### config.mk
export PLATFORM = sky130hd
export DESIGN_NAME = otp_stream_cipher
export DESIGN_NICKNAME = d
export VERILOG_FILES = /design/src/rtl/otp_stream_cipher.sv
export SDC_FILE = /design/constraint.sdc
export NUM_CORES = 1
export LEC_CHECK = 0
export CAP_MARGIN = 30
export CORE_ASPECT_RATIO = 1.2
export CORE_MARGIN = 2
export CORE_UTILIZATION = 35
export DETAILED_ROUTE_END_ITERATION = 8
export SLEW_MARGIN = 10
export SYNTH_ARGS = -nofsm -noshare
export SYNTH_HDL_FRONTEND = slang
export SYNTH_SLANG_ARGS = --single-unit
### constraint.sdc
create_clock -name clk -period 7 [get_ports clk]
set_input_delay 0.7 -clock clk [delete_from_list [all_inputs] [get_ports clk]]
set_output_delay 0.7 -clock clk [all_outputs]
set_load 0.01 [all_outputs]
### src/rtl/otp_stream_cipher.sv
// -----------------------------------------------------------------------------
// otp_stream_cipher
//   One-time-pad stream encryptor. Plaintext bytes are packed MSB-first into
//   words of BYTES_PER_WORD bytes. A word may be closed early with flush, in
//   which case the unused lanes are filled with PAD_BYTE. Each closed word is
//   XORed with exactly one key word from the keypad source and presented
//   downstream. An all-zero key word marks an exhausted keypad and halts the
//   block until reset.
//
// Parameters
//   BYTES_PER_WORD : bytes per word (2..16), word width W = 8*BYTES_PER_WORD
//   PAD_BYTE       : fill byte for a flushed partial word
//   CNT_W          : width of the delivered-word counter
//
// Ports
//   clk           : clock, rising edge
//   reset         : asynchronous active-low reset
//   byte_in/byte_valid/byte_ready : plaintext byte stream
//   flush         : close the current partial word (pad the rest)
//   key_in/key_valid/key_ready    : key word stream, key_ready pulses once per
//                                   consumed key word
//   word_out      : ciphertext word (plaintext ^ key)
//   plain_out     : packed plaintext of the same word
//   word_valid/word_ready         : output word handshake
//   pad_bytes     : number of pad bytes in the word on word_out (0 if full)
//   word_count    : words delivered since reset, wraps
//   key_exhausted : sticky flag, zero key word seen and block halted
// -----------------------------------------------------------------------------
module otp_stream_cipher #(
  parameter int         BYTES_PER_WORD = 4,
  parameter logic [7:0] PAD_BYTE       = 8'h20,
  parameter int         CNT_W          = 16
) (
  input  logic                                 clk,
  input  logic                                 reset,
  input  logic [7:0]                           byte_in,
  input  logic                                 byte_valid,
  output logic                                 byte_ready,
  input  logic                                 flush,
  input  logic [8*BYTES_PER_WORD-1:0]          key_in,
  input  logic                                 key_valid,
  output logic                                 key_ready,
  output logic [8*BYTES_PER_WORD-1:0]          word_out,
  output logic [8*BYTES_PER_WORD-1:0]          plain_out,
  output logic                                 word_valid,
  input  logic                                 word_ready,
  output logic [$clog2(BYTES_PER_WORD+1)-1:0]  pad_bytes,
  output logic [CNT_W-1:0]                     word_count,
  output logic                                 key_exhausted
);

  localparam int W  = 8 * BYTES_PER_WORD;
  localparam int PW = $clog2(BYTES_PER_WORD + 1);

  typedef enum logic [1:0] {
    S_FILL = 2'd0,
    S_KEY  = 2'd1,
    S_OUT  = 2'd2,
    S_HALT = 2'd3
  } state_t;

  state_t           r_state;
  logic [PW-1:0]    r_count;
  logic [W-1:0]     r_pack;
  logic [PW-1:0]    r_pad_pend;   // pad count of the word being keyed
  logic [W-1:0]     r_word_out;
  logic [W-1:0]     r_plain_out;
  logic [PW-1:0]    r_pad_out;
  logic [CNT_W-1:0] r_word_count;
  logic             r_key_exh;

  state_t           w_state_nxt;
  logic [PW-1:0]    w_count_nxt;
  logic [PW-1:0]    w_fill_cnt;   // byte count including a same-cycle byte
  logic [W-1:0]     w_pack_nxt;
  logic [PW-1:0]    w_pad_pend_nxt;
  logic [W-1:0]     w_word_out_nxt;
  logic [W-1:0]     w_plain_out_nxt;
  logic [PW-1:0]    w_pad_out_nxt;
  logic [CNT_W-1:0] w_word_count_nxt;
  logic             w_key_exh_nxt;
  logic             w_byte_ready;
  logic             w_key_ready;
  logic             w_word_valid;

  // NOTE: every signal driven here gets a default at the top so no path
  // leaves it unassigned; otherwise synthesis would infer a latch.
  always_comb begin
    w_state_nxt      = r_state;
    w_count_nxt      = r_count;
    w_fill_cnt       = r_count;
    w_pack_nxt       = r_pack;
    w_pad_pend_nxt   = r_pad_pend;
    w_word_out_nxt   = r_word_out;
    w_plain_out_nxt  = r_plain_out;
    w_pad_out_nxt    = r_pad_out;
    w_word_count_nxt = r_word_count;
    w_key_exh_nxt    = r_key_exh;
    w_byte_ready     = 1'b0;
    w_key_ready      = 1'b0;
    w_word_valid     = 1'b0;

    unique case (r_state)
      S_FILL: begin
        w_byte_ready = 1'b1;
        w_fill_cnt   = r_count + PW'(byte_valid);
        // Lane r_count is the next free lane, counted from the MSB end.
        for (int i = 0; i < BYTES_PER_WORD; i++) begin
          if (byte_valid && (r_count == PW'(i))) begin
            w_pack_nxt[W-1-8*i -: 8] = byte_in;
          end
        end
        w_count_nxt = w_fill_cnt;
        if (w_fill_cnt == PW'(BYTES_PER_WORD)) begin
          w_pad_pend_nxt = '0;
          w_state_nxt    = S_KEY;
        end else if (flush && (w_fill_cnt != '0)) begin
          // A byte arriving with flush is already in its lane; pad the rest.
          for (int i = 0; i < BYTES_PER_WORD; i++) begin
            if (PW'(i) >= w_fill_cnt) begin
              w_pack_nxt[W-1-8*i -: 8] = PAD_BYTE;
            end
          end
          w_pad_pend_nxt = PW'(BYTES_PER_WORD) - w_fill_cnt;
          w_state_nxt    = S_KEY;
        end
      end

      S_KEY: begin
        if (key_valid) begin
          if (key_in != '0) begin
            w_key_ready     = 1'b1;
            w_word_out_nxt  = r_pack ^ key_in;
            w_plain_out_nxt = r_pack;
            w_pad_out_nxt   = r_pad_pend;
            w_state_nxt     = S_OUT;
          end else begin
            // All-zero key word marks the end of the keypad: never encrypt
            // with it and never acknowledge it.
            w_key_exh_nxt = 1'b1;
            w_state_nxt   = S_HALT;
          end
        end
      end

      S_OUT: begin
        w_word_valid = 1'b1;
        if (word_ready) begin
          w_word_count_nxt = r_word_count + CNT_W'(1);
          w_count_nxt      = '0;
          w_state_nxt      = S_FILL;
        end
      end

      S_HALT: begin
        w_state_nxt = S_HALT;
      end

      default: begin
        w_state_nxt = S_FILL;
      end
    endcase
  end

  // NOTE: state registers use non-blocking assignments so every flop samples
  // the values from before the edge, independent of statement order.
  always_ff @(posedge clk or negedge reset) begin
    if (!reset) begin
      r_state      <= S_FILL;
      r_count      <= '0;
      r_pack       <= '0;
      r_pad_pend   <= '0;
      r_word_out   <= '0;
      r_plain_out  <= '0;
      r_pad_out    <= '0;
      r_word_count <= '0;
      r_key_exh    <= 1'b0;
    end else begin
      r_state      <= w_state_nxt;
      r_count      <= w_count_nxt;
      r_pack       <= w_pack_nxt;
      r_pad_pend   <= w_pad_pend_nxt;
      r_word_out   <= w_word_out_nxt;
      r_plain_out  <= w_plain_out_nxt;
      r_pad_out    <= w_pad_out_nxt;
      r_word_count <= w_word_count_nxt;
      r_key_exh    <= w_key_exh_nxt;
    end
  end

  assign byte_ready    = w_byte_ready;
  assign key_ready     = w_key_ready;
  assign word_valid    = w_word_valid;
  assign word_out      = r_word_out;
  assign plain_out     = r_plain_out;
  assign pad_bytes     = r_pad_out;
  assign word_count    = r_word_count;
  assign key_exhausted = r_key_exh;

endmodule

### Word level (Yosys, flattened, before mapping)

Cells that the tools add are included.
W data, S select, Z words.

| word-level totals | value |
|---|---|
| output and inout bits | 87 |
| bits in registers | 124 |

| operators by class | value |
|---|---|
| mux-type cells | 25 |
| bitwise gates (word level) | 2 |
| order comparisons | 4 |
| reductions and logical operators | 17 |
| add/sub/neg operators | 3 |
| eq/ne operators | 10 |

Operator list:

| cell | count |
|---|---|
| $mux W32 | 2 |
| $mux W8 | 8 |
| $reduce_bool A32 Y1 | 1 |
| $xor A32 B32 Y32 | 1 |
| $add A16 B1 Y16 const B | 1 |
| $mux W3 | 3 |
| $reduce_and A3 Y1 | 3 |
| $mux W2 | 4 |
| $pmux W2 S4 | 1 |
| $eq A3 B2 Y1 const B | 2 |
| $ge A1 B3 Y1 const A | 2 |
| $ge A2 B3 Y1 const A | 2 |
| $mux W1 | 6 |
| $pmux W3 S2 | 1 |
| $reduce_and A2 Y1 | 3 |
| $logic_and A1 B1 Y1 | 5 |
| $eq A2 B2 Y1 const B | 2 |
| $ne A2 B2 Y1 const B | 2 |
| $reduce_bool A2 Y1 | 2 |
| $add A3 B1 Y3 | 1 |
| $eq A3 B1 Y1 const B | 1 |
| $eq A3 B3 Y1 const B | 1 |
| $logic_not A3 Y1 | 1 |
| $ne A3 B3 Y1 const B | 1 |
| other kinds (5) | 5 |

### Logic depth before layout (Yosys ltp)

Gate-level depths: netlist of run 1.

| logic depth | value |
|---|---|
| word-level depth | 6 |
| mapped depth | 9 |

### Worst setup path after synthesis of run 1

No wires, ideal clock.

| timing path | value |
|---|---|
| path type | input to register |
| start | in byte_valid |
| end | reg r_pack[24] |
| required time | 6.870 ns |
| stages on the path | 8 |
| library setup time | 0.130 ns |
| path slack | 4.269 ns |
| arrival | 2.601 ns |
| path through | ha_1 -> ha_1 -> nor2_1 -> ha_1 -> nand2b_1 -> or4_4 -> nor3_4 -> nor2_1 |

| between the ends | value |
|---|---|
| longest elaborated chain between the ends | 5 |

Ends and longest elaborated chain:

| element | RTL line | text |
|---|---|---|
| start, declared | 37 | `input logic byte_valid,` |
| $add A3 B1 Y3 or $logic_and A1 B1 Y1 (tied branches) | 106, 109 |  |
| $ge A1 B3 Y1 (tied with other cells) | 120 | `if (PW'(i) >= w_fill_cnt) begin` |
| $mux W8 or $logic_and A1 B1 Y1 (tied branches) | 120, 117 |  |
| $mux W32 | 117 | `end else if (flush && (w_fill_cnt != '0)) begin` |
| $mux W32 * | 114 | `if (w_fill_cnt == PW'(BYTES_PER_WORD)) begin` |
| end signal, assigned | 181 | `r_pack <= w_pack_nxt;` |
| end, declared | 64 | `logic [W-1:0] r_pack;` |

Every way passes the cells marked *; elsewhere a longest branch is shown, timed or not.
A chain may end at the register's enable or synchronous reset.

### Final worst setup path of run 1

| timing path | value |
|---|---|
| start | in key_in[2] |
| end | out key_ready |

| between the ends | value |
|---|---|
| longest elaborated chain between the ends | 4 |

Ends and longest elaborated chain:

| element | RTL line | text |
|---|---|---|
| start, declared | 40 | `input logic [8*BYTES_PER_WORD-1:0] key_in,` |
| $reduce_bool A32 Y1 | 131 | `if (key_in != '0) begin` |
| $mux W1 | 131 |  |
| $mux W1 | 130 | `if (key_valid) begin` |
| $mux W1 | 103 | `unique case (r_state)` |
| end, declared | 42 | `output logic key_ready,` |

Every way passes these cells.

==> flow_summary.ini, run 1 <==
[clocking]
cts_max_path_buffers = 2
clock_latency_ps = 410
ctsRootBufferMaster = clkbuf_16
post_cts_buffers = 0
ctsResizeCount = 0
cts_hold_buffers = 0
cts_tree = built
clk_pin_slew_ps = 50
cts_htree_levels = 4
cts_made_buffers = 17
cts.sinks = 124

[job]
maxCapViolCount = 0

[die]
dieArea_mm2 = 0.0167
coreArea_mm2 = 0.0155
top_level_ports = 133
initial_utilization_pct = 35.5
die_h_um = 141
die_w_um = 118
num_rows = 50

[drt]
drtIter0Drc = 186
wl_per_cell_um = 17.1
drc = 0
wl_um = 13300
ant_nets = 0
drt_first_pass_iters = 4
num_vias = 3651
avgViaCountPerCell = 4.70

[power_and_ir_drop]
p_leak_nw = 3.63
power_density_mw_per_mm2 = 437
finalPower_mw = 3.35
peakVddDrop_mv = 0.162

[logic_synthesis]
synthTopCellsByArea = dfrtp_1 (57%), mux2_2 (8.2%), xor2_1 (6.7%)
ys_seq_elements = 124
synth.net_count = 463
synthArstFlopShare_pct = 100
yosysMostFrequentCell = dfrtp_1
synth-compound-area-share_pct = 2.44
synth_top_family_by_area = multiplexers
avgSynthCellArea_um2 = 13.3
synth_ff_type = dfrtp_1
yosys.area_share.adder_pct = 1.37
netlist_area_mm2 = 0.00548
synth_cells = 411
ys_seq_area_share_pct = 56.6
synth_top_area_cell = dfrtp_1
ys_types = 39
synth_edf_count = 0
synth-simple-area-share_pct = 9.03
synth_xor_xnor_area_share_pct = 7.67
synth_top_area_share_pct = 56.6
yosys_warnings = 0
synthMuxAreaShare_pct = 20.8
synthTopCellsByCount = dfrtp_1 (124), xor2_1 (42), nor2_1 (41)

[grt]
grt_pass1_vias = 3775
antenna_found_initial = 0
overflow = 0
track_usage_pct = 16.5
grt_max_degree = 53
grt_pass1_wl_um = 20900

[timing]
max_freq_mhz = 257
slew_headroom_pct = 56.7
grt_setup_unrepaired = no
tightest_slew_ps = 644
min_period_over_period_pct = 55.6
fin_skew_ps = 5.62
fin_setup_tns_ps = 0
hold_viol = 0
finalSetupViolCount = 0
min_period_ps = 3890
slew_violations = 0

[critical_path]
arrival_ps = 3190
end_kind = output pin
cpMostUsedCell = clkdlybuf4s50_1
critPathMaxFanout = 24
r2r-start = r_count[0]
worstSetupPathType = primary input to output pin
reg2reg_slack_ps = 4260
cp_slowest_cell = nor4_1
startpoint_type = primary input
critPathLaunch = key_in[2]
cp_cell_sequence = clkdlybuf4s50_1 > nor4_1 > nand4_1 > o21ai_4 > inv_2 > buf_12 > clkdlybuf4s50_1
critPathMaxStageDelay_ps = 580
cp.required_ps = 6300

[layout]
drive_above_1_share_pct = 17.8
final_nets = 608
diodes = 0
syn2layout_area_growth_pct = 39.7

[outcome]
status = complete, no violations

[place]
dp_hpwl_um = 9600
globalplace.congestion = 0.748
numPortBuffers = 132

[worst_hold_path]
worstHoldPathType = primary input to async pin
## registers in the layout, indices dropped and copies added, names as in the netlist
name	cells
r_pad_pend	3
r_pack	32
plain_out	32
word_out	32
pad_bytes	3
r_state	2
key_exhausted	1
r_count	3
word_count	16
## critical path, delay by kind of cell
kind	cells	cell delay, ps
buf+inv	4	1340
compound gates	1	230
simple gates	2	890
## placed cells by master, fill, tap and decap left out, types with 2 or more instances in the layout
cell type | netlist | layout
bufinv_16 | 0 | 3
clkinv_2 | 0 | 4
a211o_1 | 3 | 3
a21oi_1 | 3 | 3
clkbuf_1 | 3 | 4
clkdlybuf4s50_1 | 0 | 131
nand3_1 | 7 | 7
dfrtp_1 | 124 | 124
mux2_1 | 8 | 8
and3_1 | 2 | 2
xnor2_1 | 6 | 6
nand4_1 | 6 | 6
nand2_1 | 11 | 11
clkbuf_8 | 0 | 4
ha_1 | 6 | 6
nor2b_1 | 4 | 4
nor4_1 | 9 | 9
nor2_1 | 41 | 41
o21ai_0 | 7 | 7
inv_1 | 8 | 8
nand3b_1 | 2 | 2
nand2b_1 | 2 | 2
o41ai_1 | 2 | 2
buf_4 | 0 | 4
mux2i_1 | 30 | 30
clkbuf_16 | 0 | 17
mux2_4 | 20 | 20
xor2_1 | 42 | 42
nor3_1 | 3 | 3
mux2_2 | 40 | 40
## where the power goes
group	switching (mW)	internal, mW
clock network	0.298	0.595
registers	0.233	1.01
logic	0.484	0.726
total	1.02	2.33
## per-layer routing
layer / GRT usage [%] / vias to the layer above / part of all wire (%)
met5: 0 / - / 0
met4: 5.26 / 0 / 1.3
met3: 5.26 / 15 / 4.7
met2: 27.7 / 89 / 51
met1: 20.1 / 1823 / 43
li1: - / 1724 / -
## layout make-up
type / instances / area, um2
fill: 1418 / 7790
clock buffer: 25 / 495
sequential: 124 / 3100
timing repair buffer: 138 / 1390
inverter: 9 / 33.8
clock inverter: 7 / 110
multi-input combinational: 266 / 2270
tap: 208 / 260
## final timing paths
path                                   to  cells past startpoint
min reg2reg                word_count[15]                      1
min in group clk           word_count[15]                      1
min                           word_out[1]                      1
max reg2reg                    r_pack[28]                      8
max in group asynchronous    word_out[20]                      3
max                             key_ready                      7
## metrics by stage
stage,setup slack [ps],cell area (um2),instances,utilization (%),hold slack [ps]
final,3110,7660,777,49.6,310
after global routing,3010,7660,777,49.6,353
after CTS,2960,7640,776,49.4,319
after detailed placement,2950,7040,744,45.5,469
after global placement,2960,7000,742,45.3,459
after floorplan,4270,5480,411,-,404
## cell families after synthesis
| logic type | Yosys count |
|---|---|
| XOR/XNOR | 48 |
| multiplexers | 98 |
| flip-flops | 124 |
| AND/OR/NAND/NOR | 96 |
| buffers and inverters | 21 |
| adder cells (fa/ha/maj) | 6 |
| AO/OA/AOI/OAI | 18 |
No activity file was read; power rests on OpenSTA's default activity.
==> run 2: changes to the inputs <==
- clock period: 7 -> 4.1 ns (I/O delays scaled with it)
==> run 2 against run 1 <==
  * Routed wire length is 0.17% lower
  * Critical endpoint unchanged
  * Critical path depth is 1 lower
  * Highest routed layer unchanged
  * Largest power group unchanged
  * Combinational power is 71% higher
==> flow_summary.ini, run 2 (synthesis results as in run 1) <==
[die]
num_rows = 50
top_level_ports = 133
die_w_um = 118
coreArea_mm2 = 0.0155
dieArea_mm2 = 0.0167
initial_utilization_pct = 35.5
die_h_um = 141

[clocking]
cts.sinks = 124
ctsResizeCount = 0
cts_max_path_buffers = 2
cts_tree = built
cts_made_buffers = 17
post_cts_buffers = 0
ctsRootBufferMaster = clkbuf_16
clk_pin_slew_ps = 50
cts_htree_levels = 4
clock_latency_ps = 410

[timing]
fin_skew_ps = 7.49
hold_viol = 0
finalSetupViolCount = 0
fin_setup_tns_ps = 0
slew_headroom_pct = 59.8
max_freq_mhz = 341
tightest_slew_ps = 603
min_period_ps = 2940
grt_setup_unrepaired = no
min_period_over_period_pct = 71.6
layout_setup_ws_ps = 1160
slew_violations = 0

[critical_path]
cpMostUsedCell = clkdlybuf4s50_1
worstPathBufferInverterCount = 3
critPathMaxStageDelay_ps = 540
r2r_cells = 8
cp_num_cells = 6
reg2reg_slack_ps = 1410
startpoint_type = primary input
worstSetupPathType = primary input to output pin
cp_cell_sequence = clkdlybuf4s50_1 > nor4_1 > nand4_1 > o21ai_4 > inv_2 > clkdlybuf4s50_1
cp.required_ps = 3690
end_kind = output pin
critPathMaxFanout = 3
cp_slowest_cell = nor4_1
arrival_ps = 2530
crit_family = buffers and inverters
r2r-start = r_count[0]
r2r_end = r_pack[31]

[drt]
wl_um = 13200
avgViaCountPerCell = 4.74
drt_first_pass_iters = 4
drc = 0
ant_nets = 0
num_vias = 3669
drtIter0Drc = 119
wl_per_cell_um = 17.1

[layout]
drive_above_1_share_pct = 17.5
diodes = 0
final_nets = 610
mostFrequentLayoutCell = clkdlybuf4s50_1
layout_common_cells = clkdlybuf4s50_1 (131), dfrtp_1 (124), xor2_1 (42)
seq_area_mm2 = 0.00310
layoutNonFillerInstCount = 774
fillCellCount = 1414
final_area_mm2 = 0.00762
multi_input_area_mm2 = 0.00227
syn2layout_area_growth_pct = 38.9

[grt]
antenna_found_initial = 0
overflow = 0
grt_pass1_vias = 3949
grt_pass1_wl_um = 21400
track_usage_pct = 16.8
grt_max_degree = 75

[place]
dpl-instance-area_mm2 = 0.00704
numPortBuffers = 132
place_inst = 745
dp_slack_ps = 984
dp_hpwl_um = 9520
globalplace.congestion = 0.724

[power_and_ir_drop]
peakVddDrop_mv = 0.284
p_leak_nw = 3.61
finalPower_mw = 5.57
power_density_mw_per_mm2 = 731

[job]
maxCapViolCount = 0

[worst_hold_path]
worstHoldPathType = primary input to async pin

[outcome]
status = complete, no violations
## run 2: changes by cell type in the layout (fill, tap and decap cells not counted)
cell / previous run / this run
clkbuf_1: 4 / 3
buf_1: 1 / 0
dlygate4sd3_1: 0 / 1
clkbuf_8: 4 / 5
clkinv_2: 4 / 1
buf_4: 4 / 6
bufinv_16: 3 / 1
## run 2: metrics by stage
stage / util [%] / hold WS [ps]
final: 49.3 / 456
after global routing: 49.3 / 474
after CTS: 49.1 / 203
after detailed placement: 45.6 / 452
after global placement: 45.6 / 447
after floorplan: - / 114
## run 2: routing by layer
metal	GRT usage, %	up-vias	wire [um]
li1	-	1714	-
met5	0	-	0
met1	19.9	1840	5550
met3	5.10	24	608
met4	7.36	0	316
met2	28.3	91	6760
## run 2: how the worst max path moves through the flow
| stage | end | start |
|---|---|---|
| detailed placement | r_pack[24] | byte_valid |
| global route | key_ready | key_in[19] |
| finish | key_ready | key_in[19] |
| floorplan | r_pack[24] | byte_valid |
| CTS | key_ready | key_in[19] |
| global placement | r_pack[27] | byte_valid |
## run 2: area by class of cell
class | count | area share, %
Clock buffer | 25 | 6.64
Timing Repair Buffer | 140 | 18.6
Multi-Input combinational cell | 266 | 29.7
Clock inverter | 2 | 0.460
Inverter | 9 | 0.443
Sequential cell | 124 | 40.7
Tap cell | 208 | 3.42
## run 2: power breakdown
part / leakage [nW] / switching [mW] / internal [mW] / total, mW
clock network: 0.267 / 0.482 / 0.895 / 1.38
logic: 1.77 / 0.831 / 1.24 / 2.07
registers: 1.57 / 0.394 / 1.73 / 2.12
total: 3.61 / 1.71 / 3.86 / 5.57
## run 2: repair_timing
item,CTS,global route
hold endpoints to repair,0,24
setup endpoints to repair,0,0
hold buffers,0,1
